<file path="config.mk">
export PLATFORM = sky130hd
export DESIGN_NAME = ctrl_scan_contador_flat
export DESIGN_NICKNAME = d
export VERILOG_FILES = /design/src/rtl/ctrl_scan_contador_if.sv /design/src/rtl/ctrl_scan_contador.sv /design/src/flat_wrapper.sv
export SDC_FILE = /design/constraint.sdc
export NUM_CORES = 1
export LEC_CHECK = 0
export CAP_MARGIN = 0
export CORE_UTILIZATION = 40
export CTS_CLUSTER_SIZE = 40
export DETAILED_ROUTE_END_ITERATION = 8
export GPL_TIMING_DRIVEN = 0
export SLEW_MARGIN = 5
export SYNTH_ARGS = -nofsm -noshare
export SYNTH_HDL_FRONTEND = slang
export SYNTH_SLANG_ARGS = --single-unit
</file>
<file path="constraint.sdc">
create_clock -name clk -period 5.65 [get_ports clk]
set_clock_uncertainty 0.2 [all_clocks]
set_input_delay 1.13 -clock clk [delete_from_list [all_inputs] [get_ports clk]]
set_output_delay 1.13 -clock clk [all_outputs]
set_load 0.02 [all_outputs]
</file>
<file path="src/rtl/ctrl_scan_contador_if.sv">
// Request/counter bundle between the floor scheduler and its surroundings.
// The scheduler takes the slave side: it reads the requests and the current
// counter value, and drives the counter controls and its status outputs.
interface ctrl_scan_contador_if #(
    parameter int N_PISOS = 8
);
    logic [N_PISOS-1:0] req;
    logic [3:0]         cnt_q;
    logic               cnt_enb;
    logic               cnt_modo;
    logic [N_PISOS-1:0] pend;
    logic               puerta;
    logic               ocupado;
    logic               error;

    modport master (
        output req, cnt_q,
        input  cnt_enb, cnt_modo, pend, puerta, ocupado, error
    );

    modport slave (
        input  req, cnt_q,
        output cnt_enb, cnt_modo, pend, puerta, ocupado, error
    );
endinterface

</file>
<file path="src/rtl/ctrl_scan_contador.sv">
// SCAN floor scheduler driving the 4-bit up/down position counter.
// Latches floor requests, keeps moving in the current direction while work
// remains there, steps the counter one floor per enable pulse and holds the
// door open at every served floor. A counter value outside the building, or
// a step that would leave it, parks the block in a sticky fault state.
module ctrl_scan_contador #(
    parameter int N_PISOS  = 8,
    parameter int T_VIAJE  = 2,
    parameter int T_PUERTA = 4
) (
    input  logic                 clk,
    input  logic                 rst_n,
    ctrl_scan_contador_if.slave  bus
);

    localparam logic [7:0] VIAJE_RLD  = 8'(T_VIAJE - 1);
    localparam logic [7:0] PUERTA_RLD = 8'(T_PUERTA - 1);
    localparam logic [4:0] N_LIM      = 5'(N_PISOS);
    localparam logic [3:0] PISO_TOP   = 4'(N_PISOS - 1);

    typedef enum logic [2:0] {
        REPOSO,
        MOVER,
        REVISAR,
        PUERTA,
        FALLA
    } state_t;

    state_t             state_reg;
    logic [7:0]         timer_reg;
    logic [N_PISOS-1:0] pend_reg;
    logic               cnt_enb_reg;
    logic               cnt_modo_reg;
    logic               puerta_reg;
    logic               ocupado_reg;
    logic               error_reg;

    // Per-floor position masks relative to the current counter value.
    logic [N_PISOS-1:0] here_mask;
    logic [N_PISOS-1:0] above_mask;
    logic [N_PISOS-1:0] below_mask;
    logic [N_PISOS-1:0] pr;
    logic [N_PISOS-1:0] serve_mask;

    logic arriba;
    logic abajo;
    logic aqui;
    logic seguir;
    logic fuera;
    logic modo_sel;
    logic step_bad;
    logic enter_puerta;
    logic parte;
    logic arma_enb;
    logic ir_falla;

    genvar gi;
    generate
        for (gi = 0; gi < N_PISOS; gi++) begin : g_piso
            assign here_mask[gi]  = (bus.cnt_q == 4'(gi));
            assign above_mask[gi] = (4'(gi) > bus.cnt_q);
            assign below_mask[gi] = (4'(gi) < bus.cnt_q);
        end
    endgenerate

    // Requests arriving this cycle count as pending for every decision.
    assign pr     = pend_reg | bus.req;
    assign arriba = |(pr & above_mask);
    assign abajo  = |(pr & below_mask);
    assign aqui   = |(pr & here_mask);

    // Continue only while work remains ahead in the direction already held.
    assign seguir = cnt_modo_reg ? arriba : abajo;

    // Counter value outside the building.
    assign fuera = ({1'b0, bus.cnt_q} >= N_LIM);

    // From idle, keep the last direction if it still has work, else reverse.
    assign modo_sel = (state_reg == REPOSO) ? (cnt_modo_reg ? arriba : ~abajo)
                                            : cnt_modo_reg;

    // A step in the chosen direction would leave the building.
    assign step_bad = modo_sel ? (bus.cnt_q == PISO_TOP) : (bus.cnt_q == 4'd0);

    assign enter_puerta = ~fuera & aqui &
                          ((state_reg == REPOSO) || (state_reg == REVISAR));

    // Leaving REPOSO/REVISAR towards MOVER this cycle.
    assign parte = ~aqui & (((state_reg == REPOSO) && (arriba || abajo)) ||
                            ((state_reg == REVISAR) && seguir));

    // The next cycle is MOVER's last one, so the enable pulse is armed now.
    assign arma_enb = ((state_reg == MOVER) && (timer_reg == 8'd1)) ||
                      (parte && (VIAJE_RLD == 8'd0));

    assign ir_falla = fuera || (arma_enb && step_bad);

    // The floor being served absorbs its own request instead of re-queuing it.
    assign serve_mask = ((state_reg == PUERTA) || enter_puerta) ? here_mask
                                                                 : '0;

    // Scheduler state, timers, pending requests and registered outputs.
    always_ff @(posedge clk or negedge rst_n) begin
        if (!rst_n) begin
            state_reg    <= REPOSO;
            timer_reg    <= 8'd0;
            pend_reg     <= '0;
            cnt_enb_reg  <= 1'b0;
            cnt_modo_reg <= 1'b1;
            puerta_reg   <= 1'b0;
            ocupado_reg  <= 1'b0;
            error_reg    <= 1'b0;
        end else begin
            pend_reg    <= pr & ~serve_mask;
            cnt_enb_reg <= 1'b0;
            if (ir_falla || (state_reg == FALLA)) begin
                state_reg   <= FALLA;
                error_reg   <= 1'b1;
                puerta_reg  <= 1'b0;
                ocupado_reg <= 1'b1;
            end else begin
                case (state_reg)
                    REPOSO: begin
                        if (aqui) begin
                            state_reg   <= PUERTA;
                            timer_reg   <= PUERTA_RLD;
                            puerta_reg  <= 1'b1;
                            ocupado_reg <= 1'b1;
                        end else if (parte) begin
                            state_reg    <= MOVER;
                            timer_reg    <= VIAJE_RLD;
                            cnt_modo_reg <= modo_sel;
                            cnt_enb_reg  <= arma_enb;
                            ocupado_reg  <= 1'b1;
                        end
                    end
                    MOVER: begin
                        if (timer_reg == 8'd0) begin
                            state_reg <= REVISAR;
                        end else begin
                            timer_reg   <= timer_reg - 8'd1;
                            cnt_enb_reg <= arma_enb;
                        end
                    end
                    REVISAR: begin
                        if (aqui) begin
                            state_reg  <= PUERTA;
                            timer_reg  <= PUERTA_RLD;
                            puerta_reg <= 1'b1;
                        end else if (parte) begin
                            state_reg   <= MOVER;
                            timer_reg   <= VIAJE_RLD;
                            cnt_enb_reg <= arma_enb;
                        end else begin
                            state_reg   <= REPOSO;
                            timer_reg   <= 8'd0;
                            ocupado_reg <= 1'b0;
                        end
                    end
                    PUERTA: begin
                        if (|(bus.req & here_mask)) begin
                            timer_reg <= PUERTA_RLD;
                        end else if (timer_reg == 8'd0) begin
                            state_reg   <= REPOSO;
                            puerta_reg  <= 1'b0;
                            ocupado_reg <= 1'b0;
                        end else begin
                            timer_reg <= timer_reg - 8'd1;
                        end
                    end
                    default: begin
                        state_reg   <= FALLA;
                        error_reg   <= 1'b1;
                        puerta_reg  <= 1'b0;
                        ocupado_reg <= 1'b1;
                    end
                endcase
            end
        end
    end

    assign bus.cnt_enb  = cnt_enb_reg;
    assign bus.cnt_modo = cnt_modo_reg;
    assign bus.pend     = pend_reg;
    assign bus.puerta   = puerta_reg;
    assign bus.ocupado  = ocupado_reg;
    assign bus.error    = error_reg;

endmodule

</file>
<file path="src/flat_wrapper.sv">
// flat-port wrapper written by rule: the top's interface ports become plain ports
module ctrl_scan_contador_flat 
#(
    parameter int N_PISOS  = 8,
    parameter int T_VIAJE  = 2,
    parameter int T_PUERTA = 4
)
  (clk, rst_n, bus_req, bus_cnt_q, bus_cnt_enb, bus_cnt_modo, bus_pend, bus_puerta, bus_ocupado, bus_error);
  ctrl_scan_contador_if #(.N_PISOS(N_PISOS)) bus_i ();
  input  logic clk;
  input  logic rst_n;
  input wire logic [$bits(bus_i.req)-1:0] bus_req;
  input wire logic [$bits(bus_i.cnt_q)-1:0] bus_cnt_q;
  output wire logic [$bits(bus_i.cnt_enb)-1:0] bus_cnt_enb;
  output wire logic [$bits(bus_i.cnt_modo)-1:0] bus_cnt_modo;
  output wire logic [$bits(bus_i.pend)-1:0] bus_pend;
  output wire logic [$bits(bus_i.puerta)-1:0] bus_puerta;
  output wire logic [$bits(bus_i.ocupado)-1:0] bus_ocupado;
  output wire logic [$bits(bus_i.error)-1:0] bus_error;
  assign bus_i.req = bus_req;
  assign bus_i.cnt_q = bus_cnt_q;
  assign bus_cnt_enb = bus_i.cnt_enb;
  assign bus_cnt_modo = bus_i.cnt_modo;
  assign bus_pend = bus_i.pend;
  assign bus_puerta = bus_i.puerta;
  assign bus_ocupado = bus_i.ocupado;
  assign bus_error = bus_i.error;
  ctrl_scan_contador #(.N_PISOS(N_PISOS), .T_VIAJE(T_VIAJE), .T_PUERTA(T_PUERTA)) u_core (.clk(clk), .rst_n(rst_n), .bus(bus_i));
endmodule
</file>
==> summary.txt <==
commonest non-fill, non-tap cell in the layout = clkdlybuf4s50_1
Critical Path RT = 5.62 ns
Worst setup SP type = primary input
average wire per standard cell = 16.60 µm
total grt overflow = 0
CTS buffer count = 3
max-cap violations = 0
PortBufs = 25
Pwr per Cell Area = 190.4 nW/µm²
pre-CTS WS = 1.556 ns
Pins Over Slew Limit = 0
sequential fraction of the synthesis area = 36.22%
Worst EP arrival = 3.73 ns
setup tns final = 0 ns
Worst setup EP type = flop
final setup vio count = 0
fmax = 0.2658 GHz
cells after synthesis = 192
CTS tree = yes
clock root buffer = clkbuf_8
row cnt = 23
clock slew at reported path FFs = 0.09 ns
Nets = 239
drc violations = 0
Tmin final = 3.762 ns
Tcrit/Tclk final = 66.59%
commonest non-fill, non-tap cells in the layout = clkdlybuf4s50_1, dfrtp_1, nor2_1, nand2_1, a21oi_1
IO Count = 27
CTS Buffer Depth = 2
syn_nets = 209
Mean Syn Cell Area = 8.654 µm²
Core ar. = 4000 µm²
# diodes = 0
Lkg Pwr = 0.7673 nW
Mapped Area = 1662 µm²
Worst Path Max Fanout = 10
layout cells sized above 1 = 11.76%
H-tree Lvls = 1
Syn-to-layout area delta = 23.12%
Die Ht = 66.45 µm
TritonRoute pass-1 iters = 6
r2r startpoint = u_core.bus.pend[7]$_DFF_PN0_
initial antenna violation count = 0
Post-CTS Setup Inserts = 0
antenna viol nets, final = 0
HP Class = flop to flop
CP startpoint = bus_cnt_q[2]
Total GRT Usage = 22.93%
status = completed
clk sinks = 24
via/cell ratio = 5.978
cts hold-fix bufs = 0
post-DP HPWL = 3.428 mm
Fin. Hold Viols = 0
Die W = 66.45 µm
first-pass GRT wire length = 7.645 mm
initial drt markers = 173
pin count of the biggest net entering global routing = 25
synthesized flop and latch total = 24
YS warnings = 0
Post-synth EDFFs = 0
hold wc startpoint = u_core.bus.error$_DFFE_PN0P_
Tot Pwr = 0.3894 mW
asr flop ratio synth = 100.0%
starting density of the core = 41.54%
ys flop type = dfrtp_1
vias = 1620
relative slew slack = 23.94%
Slew @ Worst Pin = 1.137 ns
WS Path Type = primary input to flop
Placer Congestion = 0.9355
Max VDD drop = 0.00009646 V
vias in the first global route = 1673
die area = 4416 µm²
unrepaired setup endpoints after global routing = false
Util after Layout = 51.14%
post-synth cell types = 53
DRT Wirelength = 4.498 mm
clk_lat worst skew = 0.27 ns
Post-CTS Resized = 0
Final WS setup = 1.888 ns
[kinds of logic after synthesis]
logic type      share of synthesized area [%]
simple gates                            26.73
flops                                   36.22
fa+ha+maj                               2.259
compound gates                          27.18
buf+inv                                 4.367
mux                                     3.238
[stage by stage]
step,instances,cell area (µm²),hold WS (ns)
2_1_floorplan,192,1662,0.2940
3_3_place_gp,267,1974,0.2536
3_5_place_dp,267,1974,0.2558
4_1_cts,271,2046,0.2801
5_1_grt,271,2046,0.3220
6_report,271,2046,0.2785
[worst max-delay path, cell delays in order]
cell	delay [ns]
clkdlybuf4s50_1	0.43
buf_4	0.18
buf_4	0.18
o31ai_1	0.26
nand2_1	0.10
a31oi_2	0.46
nor4_1	0.17
nor2_1	0.27
nand3_2	0.22
o41ai_2	0.32
[area by class of cell]
class | instances | area [µm²]
fillers | 383 | 1954
multi-input cells | 153 | 987.2
flip-flops and latches | 24 | 601.8
repair buffers | 25 | 250.2
well taps | 50 | 62.56
plain buffers | 9 | 50.05
clock buffers | 3 | 41.29
clock inverters | 1 | 30.03
inverters | 6 | 22.52
[Yosys cell counts (3+ instances only)]
| library cell | n | area share, % |
|---|---|---|
| dfrtp_1 | 23 | 35 |
| nor2_1 | 21 | 4.7 |
| a21oi_1 | 17 | 5.1 |
| nand2_1 | 17 | 3.8 |
| o21ai_0 | 13 | 3.9 |
| nor3_1 | 8 | 2.4 |
| inv_1 | 6 | 1.4 |
| nand2b_1 | 6 | 2.3 |
| nor4_1 | 5 | 1.9 |
| buf_2 | 4 | 1.2 |
| o31ai_1 | 4 | 1.8 |
| or3_1 | 4 | 1.5 |
| buf_4 | 3 | 1.4 |
| ha_1 | 3 | 2.3 |
| nand3_1 | 3 | 0.90 |
| nor2b_1 | 3 | 1.1 |
| o21ai_1 | 3 | 0.90 |
[routing by layer]
metal  wire [µm]  GRT usage, %  vias up  share of wire, %
li1            -             -      776                 -
met1        1897         27.28      783                42
met2        2333         42.35       50                52
met3         174         2.911       11               3.9
met4          92         7.181        0               2.0
met5           0             0        -                 0
[report_power, final]
| group | leakage (nW) | internal (mW) | switching (mW) |
|---|---|---|---|
| Clock | 0.0357 | 0.0948 | 0.0559 |
| Combinational | 0.463 | 0.0252 | 0.0367 |
| Sequential | 0.269 | 0.174 | 0.00306 |
| Total | 0.767 | 0.294 | 0.0957 |
[worst paths after layout]
check	to	slack (ns)	depth (start not counted)
setup / recovery	u_core.timer_reg[4]$_DFFE_PN0P_	1.89	10
hold / removal	u_core.bus.error$_DFFE_PN0P_	0.28	1
setup reg to reg	u_core.timer_reg[0]$_DFFE_PN0P_	2.85	8
hold reg to reg	u_core.bus.error$_DFFE_PN0P_	0.28	1
max in group asynchronous	u_core.bus.ocupado$_DFFE_PN0P_	3.30	1
min in group asynchronous	u_core.bus.pend[2]$_DFF_PN0_	1.26	1
(Power assumes the default switching activity.)
